## config.mk

```make
export PLATFORM = sky130hd
export DESIGN_NAME = pc_sequencer
export DESIGN_NICKNAME = d
export VERILOG_FILES = /design/src/rtl/pc_sequencer.sv
export SDC_FILE = /design/constraint.sdc
export NUM_CORES = 1
export LEC_CHECK = 0
export ABC_AREA = 0
export CAP_MARGIN = 15
export CORE_MARGIN = 5
export CORE_UTILIZATION = 47
export DETAILED_ROUTE_END_ITERATION = 8
export GPL_ROUTABILITY_DRIVEN = 0
export MAX_ROUTING_LAYER = met4
export PLACE_DENSITY = 0.83
export SYNTH_ARGS = -nofsm -noshare
export SYNTH_HDL_FRONTEND = slang
export SYNTH_SLANG_ARGS = --single-unit
```

## constraint.sdc

```tcl
create_clock -name clock -period 3.4 [get_ports clock]
set_input_delay 0.34 -clock clock [delete_from_list [all_inputs] [get_ports clock]]
set_output_delay 0.34 -clock clock [all_outputs]
set_load 0.02 [all_outputs]
```

## src/rtl/pc_sequencer.sv

```systemverilog
`default_nettype none
// ============================================================================
// Module      : pc_sequencer
// Description : Program counter owner; selects next fetch address from
//               sequential, taken-branch, register-jump and absolute-jump
//               candidates and issues flush bubbles after redirects.
//               Optional macro PC_ALIGN_CHECK_EN enables jr alignment checking.
// Revision    : 1.0 - initial release
// ============================================================================
module pc_sequencer #(
    parameter logic [31:0] RESET_PC      = 32'h0000_0000,
    parameter int          BUBBLE_CYCLES = 1
) (
    input  logic        clock,
    input  logic        reset,
    input  logic        stall_in,
    input  logic        br_valid,
    input  logic        br_taken,
    input  logic [31:0] br_pc,
    input  logic [31:0] br_offset,
    input  logic        jmp_valid,
    input  logic [25:0] jmp_index,
    input  logic        jr_valid,
    input  logic [31:0] jr_target,
    output logic [31:0] pc_out,
    output logic        pc_valid,
    output logic        flush_out,
    output logic        misalign_err
);

    localparam logic [2:0] c_BUBBLE = 3'(BUBBLE_CYCLES);

    localparam logic [1:0] c_BOOT  = 2'd0;
    localparam logic [1:0] c_RUN   = 2'd1;
    localparam logic [1:0] c_FLUSH = 2'd2;

    logic [1:0]  r_state;
    logic [31:0] r_pc;
    logic        r_pc_valid;
    logic        r_flush;
    logic        r_misalign;
    logic [2:0]  r_cnt;

    logic        w_br_go;
    logic        w_redirect;
    logic [31:0] w_jr_target;
    logic        w_jr_mis;
    logic [31:0] w_target;
    logic        w_mis_set;

    // The word offset is pre-shifted by two, so its top two bits fall off.
    wire w_unused = &{1'b0, br_offset[31:30]};

`ifdef PC_ALIGN_CHECK_EN
    assign w_jr_target = {jr_target[31:2], 2'b00};
    assign w_jr_mis    = |jr_target[1:0];
`else
    assign w_jr_target = jr_target;
    assign w_jr_mis    = 1'b0;
`endif

    assign w_br_go    = br_valid & br_taken;
    assign w_redirect = w_br_go | jr_valid | jmp_valid;
    assign w_mis_set  = ~w_br_go & jr_valid & w_jr_mis;

    always_comb begin
        w_target = {r_pc[31:28], jmp_index, 2'b00};
        if (w_br_go) begin
            w_target = br_pc + 32'd4 + {br_offset[29:0], 2'b00};
        end else if (jr_valid) begin
            w_target = w_jr_target;
        end
    end

    always_ff @(posedge clock) begin
        if (reset) begin
            r_state    <= c_BOOT;
            r_pc       <= RESET_PC;
            r_pc_valid <= 1'b0;
            r_flush    <= 1'b0;
            r_misalign <= 1'b0;
            r_cnt      <= 3'd0;
        end else begin
            r_flush    <= 1'b0;
            r_misalign <= 1'b0;
            case (r_state)
                c_BOOT: begin
                    r_state    <= c_RUN;
                    r_pc_valid <= 1'b1;
                end
                c_RUN, c_FLUSH: begin
                    if (w_redirect) begin
                        r_pc       <= w_target;
                        r_flush    <= 1'b1;
                        r_misalign <= w_mis_set;
                        r_cnt      <= c_BUBBLE;
                        if (c_BUBBLE == 3'd0) begin
                            r_state    <= c_RUN;
                            r_pc_valid <= 1'b1;
                        end else begin
                            r_state    <= c_FLUSH;
                            r_pc_valid <= 1'b0;
                        end
                    end else if (r_state == c_RUN) begin
                        if (!stall_in) begin
                            r_pc <= r_pc + 32'd4;
                        end
                    end else if (!stall_in) begin
                        // Leaving FLUSH re-presents the held target without advancing.
                        if (r_cnt <= 3'd1) begin
                            r_state    <= c_RUN;
                            r_pc_valid <= 1'b1;
                            r_cnt      <= 3'd0;
                        end else begin
                            r_cnt <= r_cnt - 3'd1;
                        end
                    end
                end
                default: begin
                    r_state    <= c_BOOT;
                    r_pc_valid <= 1'b0;
                end
            endcase
        end
    end

    assign pc_out       = r_pc;
    assign pc_valid     = r_pc_valid;
    assign flush_out    = r_flush;
    assign misalign_err = r_misalign;

endmodule
`default_nettype wire
```

==> out/qor.yml, run 1 <==
ys_types: 75
synth_area_leaders: "ha_1 17%, dfxtp_1 16%, a21oi_1 7.8%, nand2_1 5.4%, o21ai_0 5.1%"
crit_top_cell: "ha_1"
detail_route.vias_per_cell: 6.308
crit_path_max_fanout: 4
overflow: 0
path_class: "in -> reg"
drt_pass1_iterations: 5
ys_async_sr_fraction_pct: 0
die_h_um: 109.9
hpwl_um: 13440
routed_wl_um: 17060
port_buffers: 160
track_usage_pct: 27.97
regToRegStartpoint: "pc_out[11]"
crit_arrival_ns: 3.47
rsz0062_at_grt: "false"
ir_drop_uv: 281.3
yosysWarnings: 0
clk_path_buf_depth: 2
hold_viol: 0
initial_core_util_pct: 48.03
cts_num_sinks: 38
crit_family: "compound AO/OA/AOI/OAI gates"
relSlewSlack_pct: 51.88
slew_violations: 0
status: "complete, no violations"
grt_pass1_wl_um: 26600
dieArea_sq_mm: 0.01209
p_per_area_mw_per_mm2: 442.8
hold_start: "r_cnt[2]"
multi_input_area_sq_mm: 0.003686
finalHoldWorstSlack_ns: 0.5037
max_freq_mhz: 305.3
crit_chain: "clkdlybuf4s50_1 -> ha_1 -> ha_1 -> fa_2 -> a21o_1 -> a221oi_4 -> o221ai_4 -> a211oi_4 -> nor3_2 -> or4b_1 -> and3_1"
numCtsBuffers: 5
synthAdderAreaFrac_pct: 17.22
synthesis.area_sq_mm: 0.004695
skew_ns: 0.001723
clk_pin_slew_ns: 0.08
syn_to_final_growth_pct: 41.44
rrSetupSlack_ns: 0.82
synth_top_flop_cell: "dfxtp_1"
vias: 5860
layout.area.seq_sq_um: 760.7
syn_avg_cell_area_sq_um: 7.358
htreeDepth: 2
cp.required_ns: 3.60
core-area_sq_mm: 0.009774
r2r_cells: 6
worstSetupStartpointType: "primary input"
hp-class: "reg -> reg"
slowest_stage: "or4b_1"
diodes: 0
clock_latency_ns: 0.30
endpoint_kind: "flop"
synth-seq-cells: 38
min_to: "r_cnt[2]"
ios: 164
fin_util_pct: 67.93
synthTopCellsByCount: "73 x a21oi_1, 67 x nand2_1, 63 x ha_1"
final_nets: 988
synth_edf_count: 0
antenna_left: 0
crit_cells: 11
yosysMostFrequentCell: "a21oi_1"
synthMuxAreaShare_pct: 1.093
drc_errors: 0
fin_setup_tns_ns: 0
synth_top_family_by_area: "compound AO/OA/AOI/OAI gates"
synth_top_cell_by_area: "ha_1"
leakage_nw: 2.588
clockRootBuffer: "clkbuf_8"
ys_seq_area_share_pct: 16.20
worstMarginPinSlew_ns: 0.7163
grt_max_degree: 31
drive_gt1_share_pct: 7.035
synth-compound-area-share_pct: 33.69
synth-xor-area-share_pct: 3.918
routedWlPerCell_um: 18.36
pre_cts_slack_ns: -0.2489
r2r_end: "pc_out[31]"
synth_nets: 831
dp.cells: 920
min_period_over_period_pct: 96.35
die_w_um: 109.9
setup_viol: 0
fillers: 820
finalNonFillerCells: 929
hold_depth: 2
period_minus_slack_ns: 3.276
num_rows: 36
dr.first_iter.drc_count: 565
grt_pass1_vias: 5664
antenna_found_initial: 0
synth_top_area_share_pct: 16.79
tritoncts: "built"
maxCapViolations: 0
synth-simple-area-share_pct: 22.09
critPathMaxStageDelay_ns: 0.49
synthCells: 638
setup_ws_ns: 0.1242
worst-path-buf-inv: 1
-- metrics by stage --
| step | area, sq um | total power (W) |
|---|---|---|
| after CTS | 6613 | 0.002898 |
| after detailed placement | 6499 | 0.002491 |
| after global routing | 6640 | 0.003126 |
| after floorplan | 4695 | 0.001759 |
| final | 6640 | 0.002940 |
| after global placement | 6499 | 0.002427 |
-- power by group --
part           leakage, nW  internal, W  total [W]  switching [W]
clock               0.0504     0.000219   0.000404       0.000186
sequential           0.312     0.000583   0.000766       0.000183
combinational         2.23     0.000787    0.00177       0.000983
-- tightest hold or removal path, cell delays in order, from the launching register on --
cell and delay, ns:
dfxtp_1 0.32, o21ai_0 0.08, a21oi_1 0.06
-- cell families (layout without fill, tap and decap cells) --
group | Yosys count | count (layout)
AOI/OAI and AO/OA | 237 | 237
adders and majority gates | 64 | 64
xor gates and xnor gates | 21 | 21
and+or+nand+nor | 207 | 207
buffers and inverters | 65 | 223
muxes | 5 | 5
DFF | 38 | 38
other | 1 | 1
-- per-layer routing --
metal / track usage, % / share of wire, %
met1: 32.92 / 38
met2: 48.70 / 50
met3: 4.169 / 9.4
met4: 9.083 / 2.6
met5: - / 0
-- worst max-delay path by stage --
| stage | start | endpoint | slack, ns |
|---|---|---|---|
| after detailed placement | br_pc[3] | pc_out[31] | -0.25 |
| final | br_pc[3] | pc_out[31] | 0.12 |
| after floorplan | br_pc[3] | pc_out[31] | 0.29 |
| after CTS | br_pc[3] | pc_out[31] | 0.07 |
| after global routing | br_pc[3] | pc_out[31] | 0.02 |
| after global placement | br_pc[3] | pc_out[31] | -0.20 |
-- placed cells by master (no fill, tap or decap), types with 9 or more instances in the layout --
master and count:
nand2_1 67, a221oi_1 10, dfxtp_1 38, nand3_1 12
nand4_1 16, a21oi_1 73, clkdlybuf4s50_1 160, nor3_1 12
a31oi_1 11, o22ai_1 9, buf_4 28, xnor2_1 11
o211ai_1 9, and3_1 10, nor2_1 45, o21ai_0 48
ha_1 63, xor2_1 10, inv_1 27
-- final cells by class --
type                    count  area share (%)
clock buffers               5           1.036
clock inverters             3          0.6783
inverters                  27           1.526
multi-input cells         535           55.51
flip-flops and latches     38           11.46
well taps                 133           2.506
repair buffers            188           27.28
-- sequential cells by signal, summed over array words and instances, names as in the netlist --
signal,cells
pc_out,32
r_cnt,3
r_state,2
flush_out,1
-- timing repair --
action | 4_1_cts | 5_1_grt
gates resized for setup | 0 | 4
endpoints found under the setup margin | 0 | 2
hold buffers | 0 | 0
setup buffers | 0 | 1
Power figures use the tool's default switching activity.
==> run 2: changes to the inputs <==
Settings changed: CORE_UTILIZATION 47 to 60, DONT_BUFFER_PORTS set to 1, PLACE_DENSITY 0.83 to 0.76, REMOVE_ABC_BUFFERS set to 1.
==> out/qor.yml, run 2 (same netlist as run 1, synthesis figures left out) <==
status: "complete, no violations"
setup_viol: 0  # unchanged
worstMarginPinSlew_ns: 0.6366  # -0.07972 ns
syn_to_final_growth_pct: 2.932
antenna_found_initial: 0  # unchanged
drive_gt1_share_pct: 6.129  # -0.91 points
final_nets: 813  # -18%
detail_route.vias_per_cell: 6.889  # +9.2%
clockRootBuffer: "clkbuf_8"
antenna_left: 0  # unchanged
max_freq_mhz: 346.9  # +14%
cp.required_ns: 3.59  # about the same
min_to: "r_state[0]"
postCtsSetupBuffers: 0  # unchanged
cts_num_sinks: 38  # unchanged
fin_setup_tns_ns: 0  # unchanged
combinationalPowerShare_pct: 48.1  # -12 points
clk_path_buf_depth: 2  # unchanged
maxCapViolations: 0  # unchanged
core-area_sq_mm: 0.007687  # -21%
r2r_cells: 6  # unchanged
regToRegStartpoint: "pc_out[11]"
p_per_area_mw_per_mm2: 494.1  # +12%
overflow: 0  # unchanged
skew_ns: 0.007487  # +0.005765 ns
hold_start: "reset"
drt_pass1_iterations: 6  # +1
final_cell_mix: "73 x a21oi_1, 67 x nand2_1, 63 x ha_1"
routed_wl_um: 14280  # -16%
postCtsHoldBufs: 0  # unchanged
vias: 4974  # -15%
leakage_nw: 1.897  # -27%
clk_pin_slew_ns: 0.08  # about the same
pre_cts_slack_ns: 0.2105  # +0.4594 ns
grt_max_degree: 41  # +32%
routedWlPerCell_um: 19.77  # +7.7%
die_w_um: 98.46  # -10%
crit_path_max_fanout: 3  # -1
relSlewSlack_pct: 57.48  # +5.6 points
rsz0062_at_grt: "false"
min_period_over_period_pct: 84.79  # -12 points
period_minus_slack_ns: 2.883  # -0.3930 ns
final_common_cell: "a21oi_1"
largest_register_ffs: 32  # unchanged
totalPowerFinal_w: 0.002388  # -19%
slew_violations: 0  # unchanged
track_usage_pct: 29.65  # +1.7 points
clkPwrFrac_pct: 12.7  # -1.0 points
grt_pass1_wl_um: 23320  # -12%
die_h_um: 98.46  # -10%
path_class: "in -> reg"
ios: 164  # unchanged
hold_viol: 0  # unchanged
port_buffers: 0  # -100%
p_int_w: 0.001171  # -26%
clock_latency_ns: 0.29  # about the same
dr.first_iter.drc_count: 507  # -10%
tritoncts: "built"
hp-class: "in -> reg"
htreeDepth: 2  # unchanged
hold_depth: 1  # -1
hpwl_um: 11070  # -18%
worstSetupStartpointType: "primary input"
swShare_pct: 50.98  # +5.0 points
initial_core_util_pct: 61.07  # +13 points
switchingPower_w: 0.001217  # -10%
post_cts_resized: 0  # unchanged
r2r_end: "pc_out[31]"
setup_ws_ns: 0.5172  # +0.3930 ns
endpoint_kind: "flop"
grt_pass1_vias: 4818  # -15%
diodes: 0  # unchanged
drc_errors: 0  # unchanged
dieArea_sq_mm: 0.009693  # -20%
rrSetupSlack_ns: 0.68  # -0.14 ns
crit_arrival_ns: 3.08  # -0.39 ns
p_seq_share_pct: 39.2  # +13 points
num_rows: 32  # -11%
numCtsBuffers: 5  # unchanged
ir_drop_uv: 171.7  # -39%
[run 2: cell types whose count changed in the layout (fill, tap and decap cells not counted), moves of 2 or more]
cell / delta
buf_4: -15
clkdlybuf4s50_1: -160
clkinv_2: +2
clkinvlp_4: -2
[run 2: worst max-delay path, cell delays in order]
cell and delay, ns:
ha_1 0.27, ha_1 0.22, fa_1 0.40, a21o_1 0.24, a221oi_4 0.28, o221ai_2 0.20
a211oi_4 0.37, nor3_2 0.09, or4b_1 0.50, and3_1 0.16
[run 2: worst max-delay path by stage]
stage / start / endpoint / cells after the start
3_5_place_dp: br_pc[3] / pc_out[31] / 10
4_1_cts: br_pc[3] / pc_out[31] / 10
6_report: br_pc[3] / pc_out[31] / 10
3_3_place_gp: br_pc[3] / pc_out[31] / 10
2_1_floorplan: br_pc[3] / pc_out[31] / 10
5_1_grt: br_pc[3] / pc_out[25] / 10
[run 2: layout make-up]
class / count / area (sq um)
well taps: 102 / 127.6
multi-input cells: 535 / 3666
inverters: 27 / 101.3
flip-flops and latches: 38 / 760.7
repair buffers: 13 / 97.59
clock inverters: 2 / 10.01
clock buffers: 5 / 68.82
fillers: 716 / 2855
[run 2: layer usage]
layer,vias up,GRT usage [%],share of wire [%]
met4,0,9.349,2.6
met1,2283,38.73,41
met5,-,-,0
li1,2397,-,-
met3,29,5.449,9.4
met2,265,46.59,47
[run 2: power by group through the flow]
| stage | combinational [W] | clock, W | sequential [W] |
|---|---|---|---|
| final | 0.00115 | 0.000304 | 0.000936 |
| after global routing | 0.00130 | 0.000320 | 0.000954 |
| after CTS | 0.00113 | 0.000303 | 0.000930 |
| after detailed placement | 0.00112 | 0 | 0.000942 |
| after global placement | 0.00109 | 0 | 0.000934 |
| after floorplan | 0.000839 | 0 | 0.000876 |
[run 2: through the flow]
step           instance area [sq um]  utilization, %  instances  hold slack [ns]
6_report                        4832           62.86        722           0.1124
5_1_grt                         4832           62.86        722           0.1008
4_1_cts                         4832           62.86        722           0.1056
3_5_place_dp                    4753           61.83        715           0.4170
3_3_place_gp                    4753           61.83        715           0.4146
2_1_floorplan                   4528               -        600           0.4091
